--- src/rtl/serial_subtractor.sv ---
// serial_subtractor
//   Bit-serial subtractor: computes (a - b - bin) mod 2^WIDTH one bit per clock,
//   LSB first, through a single full-subtractor cell with a registered borrow.
//
// Parameters
//   WIDTH  operand width in bits (2..32)
//
// Ports
//   clk    rising-edge clock
//   rst_n  asynchronous active-low reset
//   start  begin a subtraction (accepted in IDLE or DONE)
//   a, b   minuend / subtrahend, captured on the accepting edge
//   bin    borrow in, captured on the accepting edge
//   busy   high while bits are being processed
//   done   one-cycle pulse when diff/bout take a new value
//   diff   result, held until the next completion
//   bout   borrow out (1 iff a < b + bin, unsigned)
//   ovf    two's-complement overflow; only present when the macro
//          SERIAL_SUB_OVERFLOW_EN is defined
module serial_subtractor #(
  parameter int WIDTH = 8
) (
  input  logic             clk,
  input  logic             rst_n,
  input  logic             start,
  input  logic [WIDTH-1:0] a,
  input  logic [WIDTH-1:0] b,
  input  logic             bin,
  output logic             busy,
  output logic             done,
  output logic [WIDTH-1:0] diff,
  output logic             bout
`ifdef SERIAL_SUB_OVERFLOW_EN
  ,
  output logic             ovf
`endif
);

  localparam int CW = $clog2(WIDTH);

  typedef enum logic [1:0] {IDLE, BUSY, DONE} state_t;

  state_t           state_q, state_d;
  logic [CW-1:0]    cnt_q, cnt_d;
  logic [WIDTH-1:0] a_sh_q, a_sh_d;
  logic [WIDTH-1:0] b_sh_q, b_sh_d;
  logic [WIDTH-1:0] res_q, res_d;
  logic             br_q, br_d;
  logic [WIDTH-1:0] diff_q, diff_d;
  logic             bout_q, bout_d;
  logic             busy_q, busy_d;
  logic             done_q, done_d;

  // full-subtractor cell on the current LSBs
  logic ai, bi, d_bit, br_nxt;

`ifdef SERIAL_SUB_OVERFLOW_EN
  // operand sign bits are shifted out of the shift registers, so keep them
  logic a_msb_q, a_msb_d;
  logic b_msb_q, b_msb_d;
  logic ovf_q, ovf_d;
`endif

  always_comb begin
    state_d = state_q;
    cnt_d   = cnt_q;
    a_sh_d  = a_sh_q;
    b_sh_d  = b_sh_q;
    res_d   = res_q;
    br_d    = br_q;
    diff_d  = diff_q;
    bout_d  = bout_q;
`ifdef SERIAL_SUB_OVERFLOW_EN
    a_msb_d = a_msb_q;
    b_msb_d = b_msb_q;
    ovf_d   = ovf_q;
`endif

    ai     = a_sh_q[0];
    bi     = b_sh_q[0];
    d_bit  = ai ^ bi ^ br_q;
    br_nxt = (~ai & bi) | (~(ai ^ bi) & br_q);

    case (state_q)
      IDLE, DONE: begin
        // DONE accepts start too, giving back-to-back operation
        if (start) begin
          state_d = BUSY;
          cnt_d   = '0;
          a_sh_d  = a;
          b_sh_d  = b;
          br_d    = bin;
          res_d   = '0;
`ifdef SERIAL_SUB_OVERFLOW_EN
          a_msb_d = a[WIDTH-1];
          b_msb_d = b[WIDTH-1];
`endif
        end else begin
          state_d = IDLE;
        end
      end
      BUSY: begin
        // start is ignored here; operands in flight are untouched
        a_sh_d = a_sh_q >> 1;
        b_sh_d = b_sh_q >> 1;
        br_d   = br_nxt;
        res_d  = {d_bit, res_q[WIDTH-1:1]};
        cnt_d  = cnt_q + CW'(1);
        if (cnt_q == CW'(WIDTH - 1)) begin
          state_d = DONE;
          diff_d  = {d_bit, res_q[WIDTH-1:1]};
          bout_d  = br_nxt;
`ifdef SERIAL_SUB_OVERFLOW_EN
          // d_bit is the result MSB on the final bit
          ovf_d   = (a_msb_q != b_msb_q) & (d_bit != a_msb_q);
`endif
        end
      end
      default: state_d = IDLE;
    endcase

    // outputs registered from the next state so they align with it
    busy_d = (state_d == BUSY);
    done_d = (state_d == DONE);
  end

  always_ff @(posedge clk or negedge rst_n) begin
    if (!rst_n) begin
      state_q <= IDLE;
      cnt_q   <= '0;
      a_sh_q  <= '0;
      b_sh_q  <= '0;
      res_q   <= '0;
      br_q    <= 1'b0;
      diff_q  <= '0;
      bout_q  <= 1'b0;
      busy_q  <= 1'b0;
      done_q  <= 1'b0;
`ifdef SERIAL_SUB_OVERFLOW_EN
      a_msb_q <= 1'b0;
      b_msb_q <= 1'b0;
      ovf_q   <= 1'b0;
`endif
    end else begin
      state_q <= state_d;
      cnt_q   <= cnt_d;
      a_sh_q  <= a_sh_d;
      b_sh_q  <= b_sh_d;
      res_q   <= res_d;
      br_q    <= br_d;
      diff_q  <= diff_d;
      bout_q  <= bout_d;
      busy_q  <= busy_d;
      done_q  <= done_d;
`ifdef SERIAL_SUB_OVERFLOW_EN
      a_msb_q <= a_msb_d;
      b_msb_q <= b_msb_d;
      ovf_q   <= ovf_d;
`endif
    end
  end

  assign busy = busy_q;
  assign done = done_q;
  assign diff = diff_q;
  assign bout = bout_q;
`ifdef SERIAL_SUB_OVERFLOW_EN
  assign ovf  = ovf_q;
`endif

endmodule
--- config.mk ---
export PLATFORM = sky130hd
export DESIGN_NAME = serial_subtractor
export DESIGN_NICKNAME = d
export VERILOG_FILES = /design/src/rtl/serial_subtractor.sv
export SDC_FILE = /design/constraint.sdc
export NUM_CORES = 1
export LEC_CHECK = 0
export CORE_UTILIZATION = 50
export CTS_CLUSTER_SIZE = 12
export DETAILED_ROUTE_END_ITERATION = 7
export GPL_ROUTABILITY_DRIVEN = 0
export HOLD_SLACK_MARGIN = 0.08
export PLACE_DENSITY_LB_ADDON = 0.15
export SYNTH_ARGS = -nofsm -noshare
export SYNTH_HDL_FRONTEND = slang
export SYNTH_SLANG_ARGS = --single-unit
--- constraint.sdc ---
create_clock -name clk -period 1.6 [get_ports clk]
set_input_delay 0.24 -clock clk [delete_from_list [all_inputs] [get_ports clk]]
set_output_delay 0.24 -clock clk [all_outputs]
set_load 0.01 [all_outputs]
==> results of run 1 <==
==> sequential cells by signal (all words and copies together), names as in the netlist <==
register and count:
a_sh_q 8, b_sh_q 8, bout 1, br_q 1, busy 1, cnt_q 3
diff 8, done 1, res_q 7, state_q 2
==> cells in the final DEF, fill, tap and decap left out, drive strengths merged <==
cell type / count
a211oi: 15
a21oi: 16
a22o: 3
buf: 7
bufinv: 1
clkbuf: 6
clkdlybuf4s50: 29
clkinv: 2
dfrtp: 40
dlygate4sd3: 1
fa: 1
ha: 2
inv: 3
mux2: 11
mux2i: 16
nand2: 32
nand2b: 7
nand3: 2
nand3b: 1
nor2: 3
nor2b: 15
o21ai: 10
xnor2: 1
==> layout make-up <==
class                           instances  area [um^2]
Inverter                                4         15.0
Clock buffer                            6         72.6
Tap cell                               48         60.1
Timing Repair Buffer                   37          400
Sequential cell                        40         1000
Multi-Input combinational cell        135          911
Fill cell                             303         1300
Clock inverter                          2         35.0
==> what timing repair did <==
item / in CTS / in global routing
hold endpoints to repair: 20 / 0
setup buffers: 0 / 0
hold buffers: 1 / 0
==> per-stage QoR <==
stage	cell area (um^2)	utilization (%)	setup slack [ns]	std cells
6_report	2490	65.7	0.143	272
5_1_grt	2490	65.7	0.00144	272
4_1_cts	2490	65.7	0.127	272
3_5_place_dp	2380	62.6	0.123	263
2_1_floorplan	2040	-	0.182	193
3_3_place_gp	2380	62.6	0.160	263
==> cell usage after synthesis, drive strengths merged <==
cell type and number:
nand2b 7, xnor2 1, clkbuf 3, a211oi 15, nor2 3, clkinv 1, fa 1, ha 2
a21oi 16, o21ai 10, a22o 3, inv 3, nand2 32, nand3 2, nor2b 15, mux2 11
mux2i 16, nand3b 1, buf 11, dfrtp 40
==> logic make-up after synthesis <==
logic type                 Yosys count
AOI/OAI and AO/OA                   44
xor gates and xnor gates             1
muxes                               27
and+or+nand+nor                     60
adders and majority gates            3
buffers and inverters               18
DFF                                 40
==> power by group through the flow <==
stage	registers (W)	clock network (W)	logic, W
after CTS	0.00178	0.000834	0.00178
after global routing	0.00183	0.000863	0.00198
after global placement	0.00177	0	0.00169
after detailed placement	0.00180	0	0.00178
after floorplan	0.00175	0	0.00129
final	0.00178	0.000806	0.00175
==> routing by layer <==
metal	vias to the layer above	wire length, um
met1	688	1670
met4	0	77
li1	725	-
met3	7	96
met5	-	0
met2	27	1810
==> path summary, 6_finish.rpt <==
kind | start | end | cells after the start
setup / recovery | cnt_q[0] | cnt_q[2] | 4
max in group asynchronous | rst_n | a_sh_q[7] | 3
min in group clk | diff[4] | diff[4] | 2
hold reg to reg | diff[4] | diff[4] | 2
hold / removal | rst_n | busy | 2
setup reg to reg | cnt_q[0] | cnt_q[2] | 4
==> results.yml, run 1 <==
worst_setup_path:
  path_class: "reg -> reg"
  endpoint_kind: "flip-flop"
  path_cells: "ha_1 > ha_1 > mux2_2 > a22o_1"
  cp-start-kind: "flip-flop"
  cp_max_fo: 3
  cp.arrival_ns: 1.64
  crit_buf_inv: 0
  rrSetupSlack_ns: 0.14
  crit_top_cell: "ha_1"
  cp_top_family: "adder cells"
  max_stage_delay_ns: 0.41
  crit_path_top_delay_cell: "dfrtp_1"
  worstPathRequired_ns: 1.79
global_routing:
  grt_overflow: 0
  gr-usage-all-layers_pct: 19.0
  grt_max_degree: 55
  antenna_found_initial: 0
  gr-usage-met2_pct: 30.7
  busiest_layer: "met2"
  grt_pass1_wl_mm: 6.11
  use_met1_pct: 23.7
  grt_pass1_vias: 1336
  use_met3_pct: 3.79
power_and_ir_drop:
  powerDensity_nw_per_um2: 1740
  p_comb_share_pct: 40.4
  power.share.sequential_pct: 41.0
  switchingPower_w: 0.00143
  ir_drop_mv: 0.809
  clkPwrFrac_pct: 18.6
  finalPower_w: 0.00434
  p_int_w: 0.00291
  switching_share_pct: 32.9
  p_leak_nw: 1.08
clocking:
  clock_latency_ns: 0.29
  cts.repair.resized: 0
  cts_made_buffers: 5
  cts_tree: "built"
  clock_sinks: 40
  root_buffer: "clkbuf_8"
  h-tree-depth: 2
  clkTransAtPathRegs_ns: 0.08
  clock_path_buffers: 2
synthesis:
  synthDistinctLibCells: 25
  synth_nets: 216
  synthAdderAreaFrac_pct: 2.20
  syn_avg_cell_area_um2: 10.6
  ys_seq_elements: 40
  muxShareOfSynthArea_pct: 14.6
  yosysTopAreaCell: "dfrtp_1"
  seq_area_frac_synth_pct: 49.0
  yosysWarningCount: 0
  synth.top_cell.area_share_pct: 49.0
  synth_xor_area_share_pct: 0.429
  synth_compound_area_share_pct: 13.2
  synth_top_family_by_area: "multiplexers"
  synth_cells: 193
  netlist_area_um2: 2040
  synth_area_leaders: "dfrtp_1, mux2i_1, nand2_1"
  synthSimpleGateAreaFrac_pct: 14.1
placement:
  dpl.hpwl_mm: 2.46
  port_buffers: 30
detailed_routing:
  drt-vias-per-instance: 5.32
  drt-pass1-iter-count: 4
  ant_nets: 0
  drc: 0
  via_count: 1447
  drt_iter0_markers: 124
  wl_mm: 3.65
  routedWlPerCell_um: 13.4
timing:
  period_needed_ns: 1.46
  slew_headroom_pct: 66.8
  whs_ns: 0.440
  fmax_mhz: 687
  tightest_slew_ns: 0.499
  setup_viol: 0
  hold_viol_final: 0
  period_share_pct: 91.0
  skew_ns: 0.00759
  maxSlewViolCount: 0
  rsz0062_at_grt: "no"
  finalSetupTns_ns: 0
cells_and_area:
  areaGrowthSynthToFinish_pct: 22.1
  antennaDiodeCount: 0
  fin_nets: 246
  drive_above_1_share_pct: 11.6
floorplanning:
  start_util_pct: 53.8
  die_width_um: 65.9
  ios: 31
  fp.dieArea_um2: 4350
  coreArea_um2: 3800
  die_h_um: 65.9
  rows: 22
job:
  cap_violations: 0
outcome:
  outcome: "completed"
worst_hold_path:
  hp-class: "in -> async"
No activity file was read; power rests on OpenSTA's default activity.
==> run 2: changes to the inputs <==
--- a/config.mk
+++ b/config.mk
@@ -5,7 +5,9 @@
 export SDC_FILE = /design/constraint.sdc
 export NUM_CORES = 1
 export LEC_CHECK = 0
-export CORE_UTILIZATION = 50
+export CELL_PAD_IN_SITES_DETAIL_PLACEMENT = 1
+export CELL_PAD_IN_SITES_GLOBAL_PLACEMENT = 2
+export CORE_UTILIZATION = 34
 export CTS_CLUSTER_SIZE = 12
 export DETAILED_ROUTE_END_ITERATION = 7
 export GPL_ROUTABILITY_DRIVEN = 0
==> run 2 against run 1 <==
  * Register-to-register slack lost 0.03 ns
  * Die area grew 45%
  * Via count increased by 2.6%
  * Critical path type unchanged
  * Critical endpoint unchanged
  * Largest power group unchanged
  * Highest routed layer unchanged
==> results.yml, run 2 (synthesis gave the netlist of run 1 again) <==
outcome:
  outcome: "completed"
power_and_ir_drop:
  switchingPower_w: 0.00146
  p_leak_nw: 1.07
  ir_drop_mv: 0.567
  power.share.sequential_pct: 42.0
  p_comb_share_pct: 41.7
  powerDensity_nw_per_um2: 1690
  p_int_w: 0.00282
  clkPwrFrac_pct: 16.3
  switching_share_pct: 34.1
timing:
  rsz0062_at_grt: "no"
  whs_ns: 0.451
  finalSetupTns_ns: 0
  setup_viol: 0
  hold_viol_final: 0
  slew_headroom_pct: 78.0
  period_needed_ns: 1.48
  skew_ns: 0.00664
  maxSlewViolCount: 0
  period_share_pct: 92.8
  fmax_mhz: 674
  tightest_slew_ns: 0.330
global_routing:
  grt_max_degree: 43
  grt_pass1_wl_mm: 7.57
  gr-usage-all-layers_pct: 15.3
  grt_overflow: 0
  grt_pass1_vias: 1573
  antenna_found_initial: 0
clocking:
  h-tree-depth: 2
  clkTransAtPathRegs_ns: 0.08
  clock_latency_ns: 0.29
  root_buffer: "clkbuf_8"
  clock_sinks: 40
  clock_path_buffers: 2
  cts_made_buffers: 5
  cts_tree: "built"
worst_setup_path:
  r2r_end: "cnt_q[2]"
  rrSetupSlack_ns: 0.12
  worstReg2RegStart: "cnt_q[0]"
  reg2reg_depth: 4
  path_cells: "ha_1 > ha_1 > mux2_2 > a22o_1"
  cp_max_fo: 3
  path_class: "reg -> reg"
  crit_path_top_delay_cell: "dfrtp_1"
  cp-start-kind: "flip-flop"
  endpoint_kind: "flip-flop"
  max_stage_delay_ns: 0.42
  cp.arrival_ns: 1.67
  worstPathRequired_ns: 1.78
  crit_top_cell: "ha_1"
floorplanning:
  ios: 31
  die_h_um: 79.5
  start_util_pct: 36.2
  rows: 27
  coreArea_um2: 5640
  fp.dieArea_um2: 6320
  die_width_um: 79.5
detailed_routing:
  wl_mm: 4.16
  met1_length_mm: 1.93
  top_layer: "met4"
  drt_iter0_markers: 81
  drt-pass1-iter-count: 4
  ant_nets: 0
  routedWlPerCell_um: 14.0
  drc: 0
  met2_length_mm: 2.07
  drt-vias-per-instance: 4.98
  wl_met3_um: 121
  via_count: 1485
cells_and_area:
  final_common_cell: "dfrtp_1"
  drive_above_1_share_pct: 12.4
  fillers: 624
  final_cell_mix: "dfrtp_1, nand2_1, clkdlybuf4s50_1, mux2i_1, a21oi_1"
  areaGrowthSynthToFinish_pct: 23.6
  final_cells: 298
  antennaDiodeCount: 0
  fin_nets: 248
job:
  cap_violations: 0
placement:
  dpl.hpwl_mm: 2.77
  place_inst: 288
  port_buffers: 30
worst_hold_path:
  hp-class: "in -> async"
==> run 2: cell count changes in the layout (fill, tap and decap cells not counted), sizes merged <==
cell      previous run  this run
clkinvlp             0         1
clkbuf               6         8
bufinv               1         0
clkinv               2         0
buf                  7         9
==> run 2: cell type report <==
cell class | instances | area [um^2] | share of cell area (%)
clock buffers | 8 | 90.1 | 3.57
inverters | 4 | 18.8 | 0.743
multi-input cells | 135 | 911 | 36.1
flip-flops and latches | 40 | 1000 | 39.6
well taps | 72 | 90.1 | 3.57
repair buffers | 39 | 415 | 16.4
==> run 2: routing by layer <==
metal / up-vias / GRT usage (%)
li1: 725 / -
met4: 0 / 4.18
met2: 23 / 25.7
met1: 733 / 19.2
met5: - / 0
met3: 4 / 4.00
==> run 2: timing repair <==
action / in CTS / in global routing
endpoints found under the hold margin: 40 / 0
setup endpoints to repair: 0 / 8
gates resized for setup: 0 / 1
setup buffers: 0 / 1
hold buffers: 1 / 0
==> run 2: power groups by stage <==
| stage | logic, W | registers [W] | clock network, W |
|---|---|---|---|
| 3_3_place_gp | 0.00171 | 0.00179 | 0 |
| 2_1_floorplan | 0.00129 | 0.00175 | 0 |
| 6_report | 0.00178 | 0.00179 | 0.000698 |
| 5_1_grt | 0.00202 | 0.00187 | 0.000762 |
| 3_5_place_dp | 0.00179 | 0.00182 | 0 |
| 4_1_cts | 0.00181 | 0.00180 | 0.000723 |
==> run 2: stage by stage <==
step	worst slack, ns	util [%]	instance area (um^2)	total power, W
floorplan	0.182	-	2040	0.00304
global placement	0.147	42.8	2410	0.00351
detailed placement	0.0964	42.8	2410	0.00361
CTS	0.0677	44.6	2510	0.00433
global route	0.00194	44.8	2530	0.00466
finish	0.116	44.8	2530	0.00427
==> run 2: worst max-delay path by stage <==
stage | start | endpoint | cells past startpoint
2_1_floorplan | cnt_q[0] | cnt_q[2] | 4
3_3_place_gp | cnt_q[0] | diff[1] | 6
3_5_place_dp | cnt_q[0] | diff[7] | 6
4_1_cts | cnt_q[0] | diff[7] | 6
5_1_grt | cnt_q[0] | diff[7] | 6
6_report | cnt_q[0] | cnt_q[2] | 4
==> run 2: worst max-delay path, delay by kind of cell (launching register included) <==
kind	cells	cell delay [ns]
AO/OA/AOI/OAI	1	0.23
adder cells (fa/ha/maj)	2	0.47
flip-flops	1	0.42
multiplexers	1	0.26
==> run 3: changes to the inputs <==
--- a/config.mk
+++ b/config.mk
@@ -7,6 +7,7 @@
 export LEC_CHECK = 0
 export CELL_PAD_IN_SITES_DETAIL_PLACEMENT = 1
 export CELL_PAD_IN_SITES_GLOBAL_PLACEMENT = 2
+export CORE_ASPECT_RATIO = 1.25
 export CORE_UTILIZATION = 34
 export CTS_CLUSTER_SIZE = 12
 export DETAILED_ROUTE_END_ITERATION = 7
@@ -16,3 +17,4 @@
 export SYNTH_ARGS = -nofsm -noshare
 export SYNTH_HDL_FRONTEND = slang
 export SYNTH_SLANG_ARGS = --single-unit
+export TNS_END_PERCENT = 100
==> run 3 against run 2 <==
  * Critical path depth unchanged
  * Fmax increased by 0.36%
  * Flip-flop and latch count unchanged
  * Core utilization decreased by 2.0 points
  * Critical path type unchanged
  * Critical endpoint unchanged
  * Largest cell class unchanged
==> results.yml, run 3 (synthesis gave the netlist of run 1 again) <==
timing:
  rsz0062_at_grt: "no"
  setup_viol: 0
  whs_ns: 0.430
  slew_headroom_pct: 69.5
  period_share_pct: 92.4
  period_needed_ns: 1.48
  finalSetupTns_ns: 0
  fmax_mhz: 676
  hold_viol_final: 0
  tightest_slew_ns: 0.457
  maxSlewViolCount: 0
  skew_ns: 0.00545
cells_and_area:
  final_cell_mix: "dfrtp_1, nand2_1, clkdlybuf4s50_1, mux2i_1, a21oi_1"
  areaGrowthSynthToFinish_pct: 21.1
  antennaDiodeCount: 0
  drive_above_1_share_pct: 12.1
  final_common_cell: "dfrtp_1"
  final_cells: 290
  fin_area_um2: 2470
  fillers: 634
  fin_nets: 247
detailed_routing:
  wl_mm: 4.24
  via_count: 1454
  routedWlPerCell_um: 14.6
  drt-pass1-iter-count: 3
  drt_iter0_markers: 27
  ant_nets: 0
  drc: 0
  drt-vias-per-instance: 5.01
power_and_ir_drop:
  clkPwrFrac_pct: 15.3
  p_comb_share_pct: 42.5
  p_int_w: 0.00273
  switching_share_pct: 34.8
  finalPower_w: 0.00419
  p_leak_nw: 1.05
  power.share.sequential_pct: 42.2
  switchingPower_w: 0.00146
  powerDensity_nw_per_um2: 1690
  ir_drop_mv: 0.548
clocking:
  cts_tree: "built"
  clock_latency_ns: 0.29
  root_buffer: "clkbuf_8"
  h-tree-depth: 2
  clkTransAtPathRegs_ns: 0.08
  clock_sinks: 40
  clock_path_buffers: 2
  postCtsSetupBuffers: 0
  cts_made_buffers: 5
floorplanning:
  die_width_um: 71.3
  fp.dieArea_um2: 6330
  ios: 31
  start_util_pct: 35.4
  rows: 31
  coreArea_um2: 5780
  die_h_um: 88.7
global_routing:
  grt_max_degree: 36
  antenna_found_initial: 0
  grt_pass1_wl_mm: 7.40
  grt_pass1_vias: 1603
  grt_overflow: 0
  gr-usage-all-layers_pct: 15.0
worst_hold_path:
  hp-class: "in -> async"
worst_setup_path:
  path_class: "reg -> reg"
  endpoint_kind: "flip-flop"
  r2r_end: "cnt_q[2]"
  reg2reg_depth: 4
  worstPathRequired_ns: 1.78
  cp.arrival_ns: 1.66
  cp-start-kind: "flip-flop"
  cp_max_fo: 3
  rrSetupSlack_ns: 0.12
  worstReg2RegStart: "cnt_q[0]"
outcome:
  outcome: "completed"
placement:
  port_buffers: 30
  placed_area_um2: 2380
  place_inst: 282
  dpl.hpwl_mm: 2.91
job:
  cap_violations: 0
## run 3: critical path, stage by stage, from the launching register on
cell,delay [ns]
dfrtp_1,0.42
ha_1,0.22
ha_1,0.26
mux2_2,0.26
a22o_1,0.22
## run 3: how the worst max path moves through the flow
stage / from / to / slack (ns) / depth (start not counted)
2_1_floorplan: cnt_q[0] / cnt_q[2] / 0.18 / 4
3_5_place_dp: start / b_sh_q[3] / 0.08 / 5
3_3_place_gp: cnt_q[0] / diff[7] / 0.14 / 6
4_1_cts: cnt_q[0] / diff[4] / 0.1 / 6
6_report: cnt_q[0] / cnt_q[2] / 0.12 / 4
5_1_grt: b_sh_q[0] / res_q[7] / 0.03 / 5
## run 3: metrics by stage
step / utilization [%] / setup WS, ns
final: 42.8 / 0.121
after global routing: 42.8 / 0.0283
after CTS: 42.7 / 0.0951
after detailed placement: 41.2 / 0.0836
after global placement: 41.2 / 0.139
after floorplan: - / 0.182
## run 3: timing repair
item	in CTS	in global routing
resized for setup	0	1
hold buffers	1	0
setup endpoints to repair	0	2
endpoints found under the hold margin	17	0
## run 3: cell type report
class	count	area (um^2)	area share [%]
Timing Repair Buffer	38	383	15.5
Sequential cell	40	1000	40.5
Multi-Input combinational cell	135	911	36.8
Inverter	4	18.8	0.759
Tap cell	66	82.6	3.34
Clock buffer	6	72.6	2.93
Clock inverter	1	5.00	0.202
## run 3: power groups by stage
stage | combinational [W] | sequential [W] | clock (W)
6_report | 0.00178 | 0.00177 | 0.000640
3_3_place_gp | 0.00169 | 0.00177 | 0
2_1_floorplan | 0.00129 | 0.00175 | 0
4_1_cts | 0.00181 | 0.00179 | 0.000664
3_5_place_dp | 0.00181 | 0.00180 | 0
5_1_grt | 0.00201 | 0.00184 | 0.000706
## run 3: routing by layer
| metal | track usage, % | part of all wire [%] | vias up |
|---|---|---|---|
| li1 | - | - | 722 |
| met1 | 16.7 | 44 | 701 |
| met2 | 28.0 | 52 | 27 |
| met3 | 3.30 | 3.5 | 4 |
| met4 | 5.45 | 0.99 | 0 |
| met5 | 0 | 0 | - |
==> RTL change (flow settings as in run 3) <==
Change the parameter `WIDTH` from 8 to 16.
--- a/src/rtl/serial_subtractor.sv
+++ b/src/rtl/serial_subtractor.sv
@@ -18,7 +18,7 @@
 //   ovf    two's-complement overflow; only present when the macro
 //          SERIAL_SUB_OVERFLOW_EN is defined
 module serial_subtractor #(
-  parameter int WIDTH = 8
+  parameter int WIDTH = 16
 ) (
   input  logic             clk,
   input  logic             rst_n,
Interface: changed (resized a, b and diff); port bits go from 31 to 55. No check against the original RTL was run, so the function may have changed too.
==> RTL change against run 3 <==
- sequential share of layout area increased by 5.9 points
- setup slack got worse by 8.9 ps
- cell count increased by 48%
- power increased by 78%
- fmax decreased by 0.60%
- design area increased by 59%
- sequential cell count increased by 33
- routed wire length increased by 56%
- sequential power increased by 79%
- area after synthesis increased by 48%
- highest routed layer unchanged
==> RTL change: results (changes against run 3) <==
* Outcome: finished, final reports clean (unchanged)
* Combinational cell power at 3.03 mW (was 1.78 mW)
* Switching portion of total power at 0.352 (was 0.348)
* First-pass DRT Iterations at 4 (was 3)
* Worst VDD drop at 0.549 mV (was 0.548 mV)
* Xor and xnor area share after synthesis at 0 (was 0.00429)
* Hold slack at 378 ps (was 430 ps)
* Top cells by count, synth: dfrtp_1 (73), nand2_1 (33), nand3_1 (30), a22oi_1 (29), a22o_1 (19) (was dfrtp_1 (40), nand2_1 (32), a21oi_1 (16), mux2i_1 (16))
* Mapped Avg Cell Area at 12.5 sq um (was 10.6 sq um)
* Met2 Usage GRT at 0.252 (was 0.280)
* Share of cells above drive strength 1 at 0.171 (was 0.121)
* Tightest Pin Transition at 460 ps (was 457 ps)
* Crit-path max cell delay at 540 ps (was 420 ps)
* Worst slack, placed at 25.6 ps (was 83.6 ps)
* First-pass GRT wire length at 11500 um (was 7400 um)
* Post-synthesis mux area share at 0.0772 (was 0.146)
* Grt met3 use at 0.0284 (was 0.0330)
* Clock latency at the later pin of the worst-skew pair at 350 ps (was 290 ps)
* Compound-Gate Fraction of Synth Area at 0.139 (was 0.132)
* FMAX at 672 MHz (was 676 MHz)
* Count of different cell masters after synthesis at 27 (was 25)
* Met1 GRT Util at 0.222 (was 0.167)
* Final Skew at 11.6 ps (was 5.45 ps)
* Seq/Total Area, Yosys at 0.603 (was 0.490)
* CP max-delay cell: clkdlybuf4s50_1 (was dfrtp_1)
* Detail Placement HPWL at 4490 um (was 2910 um)
* Routed wire length at 6620 um (was 4240 um)
* Sequential power at 3.17 mW (was 1.77 mW)
* Vias in the first global route at 2241 (was 1603)
* Worst setup startpoint: diff[9]$_DFFE_PN0P_ (was cnt_q[0]$_DFFE_PN0P_)
==> RTL change: final timing paths <==
path / to / depth (start not counted)
setup / recovery: diff[9] / 1
hold / removal: diff[8]$_DFFE_PN0P_ / 2
setup reg to reg: diff[9]$_DFFE_PN0P_ / 5
hold reg to reg: cnt_q[3]$_DFFE_PN0P_ / 1
max in group asynchronous: cnt_q[3]$_DFFE_PN0P_ / 3
min in group clk: a_sh_q[9]$_DFFE_PN0P_ / 3
==> RTL change: kinds of logic (layout without fill, tap and decap cells) <==
kind of cell / count (synthesis) / count (layout)
multiplexers: 18 / 18
buffers and inverters: 22 / 89
AO/OA/AOI/OAI: 53 / 53
AND/OR/NAND/NOR: 75 / 75
flip-flops: 73 / 73
adder cells (fa/ha/maj): 2 / 2
==> RTL change: cell type report <==
type                       count  area (sq um)
timing repair buffer          71           706
fill                         958          4720
clock inverter                 5          31.3
clock buffer                  11           141
multi-input combinational    148          1070
tap                          120           150
inverter                       2          7.51
sequential                    73          1830
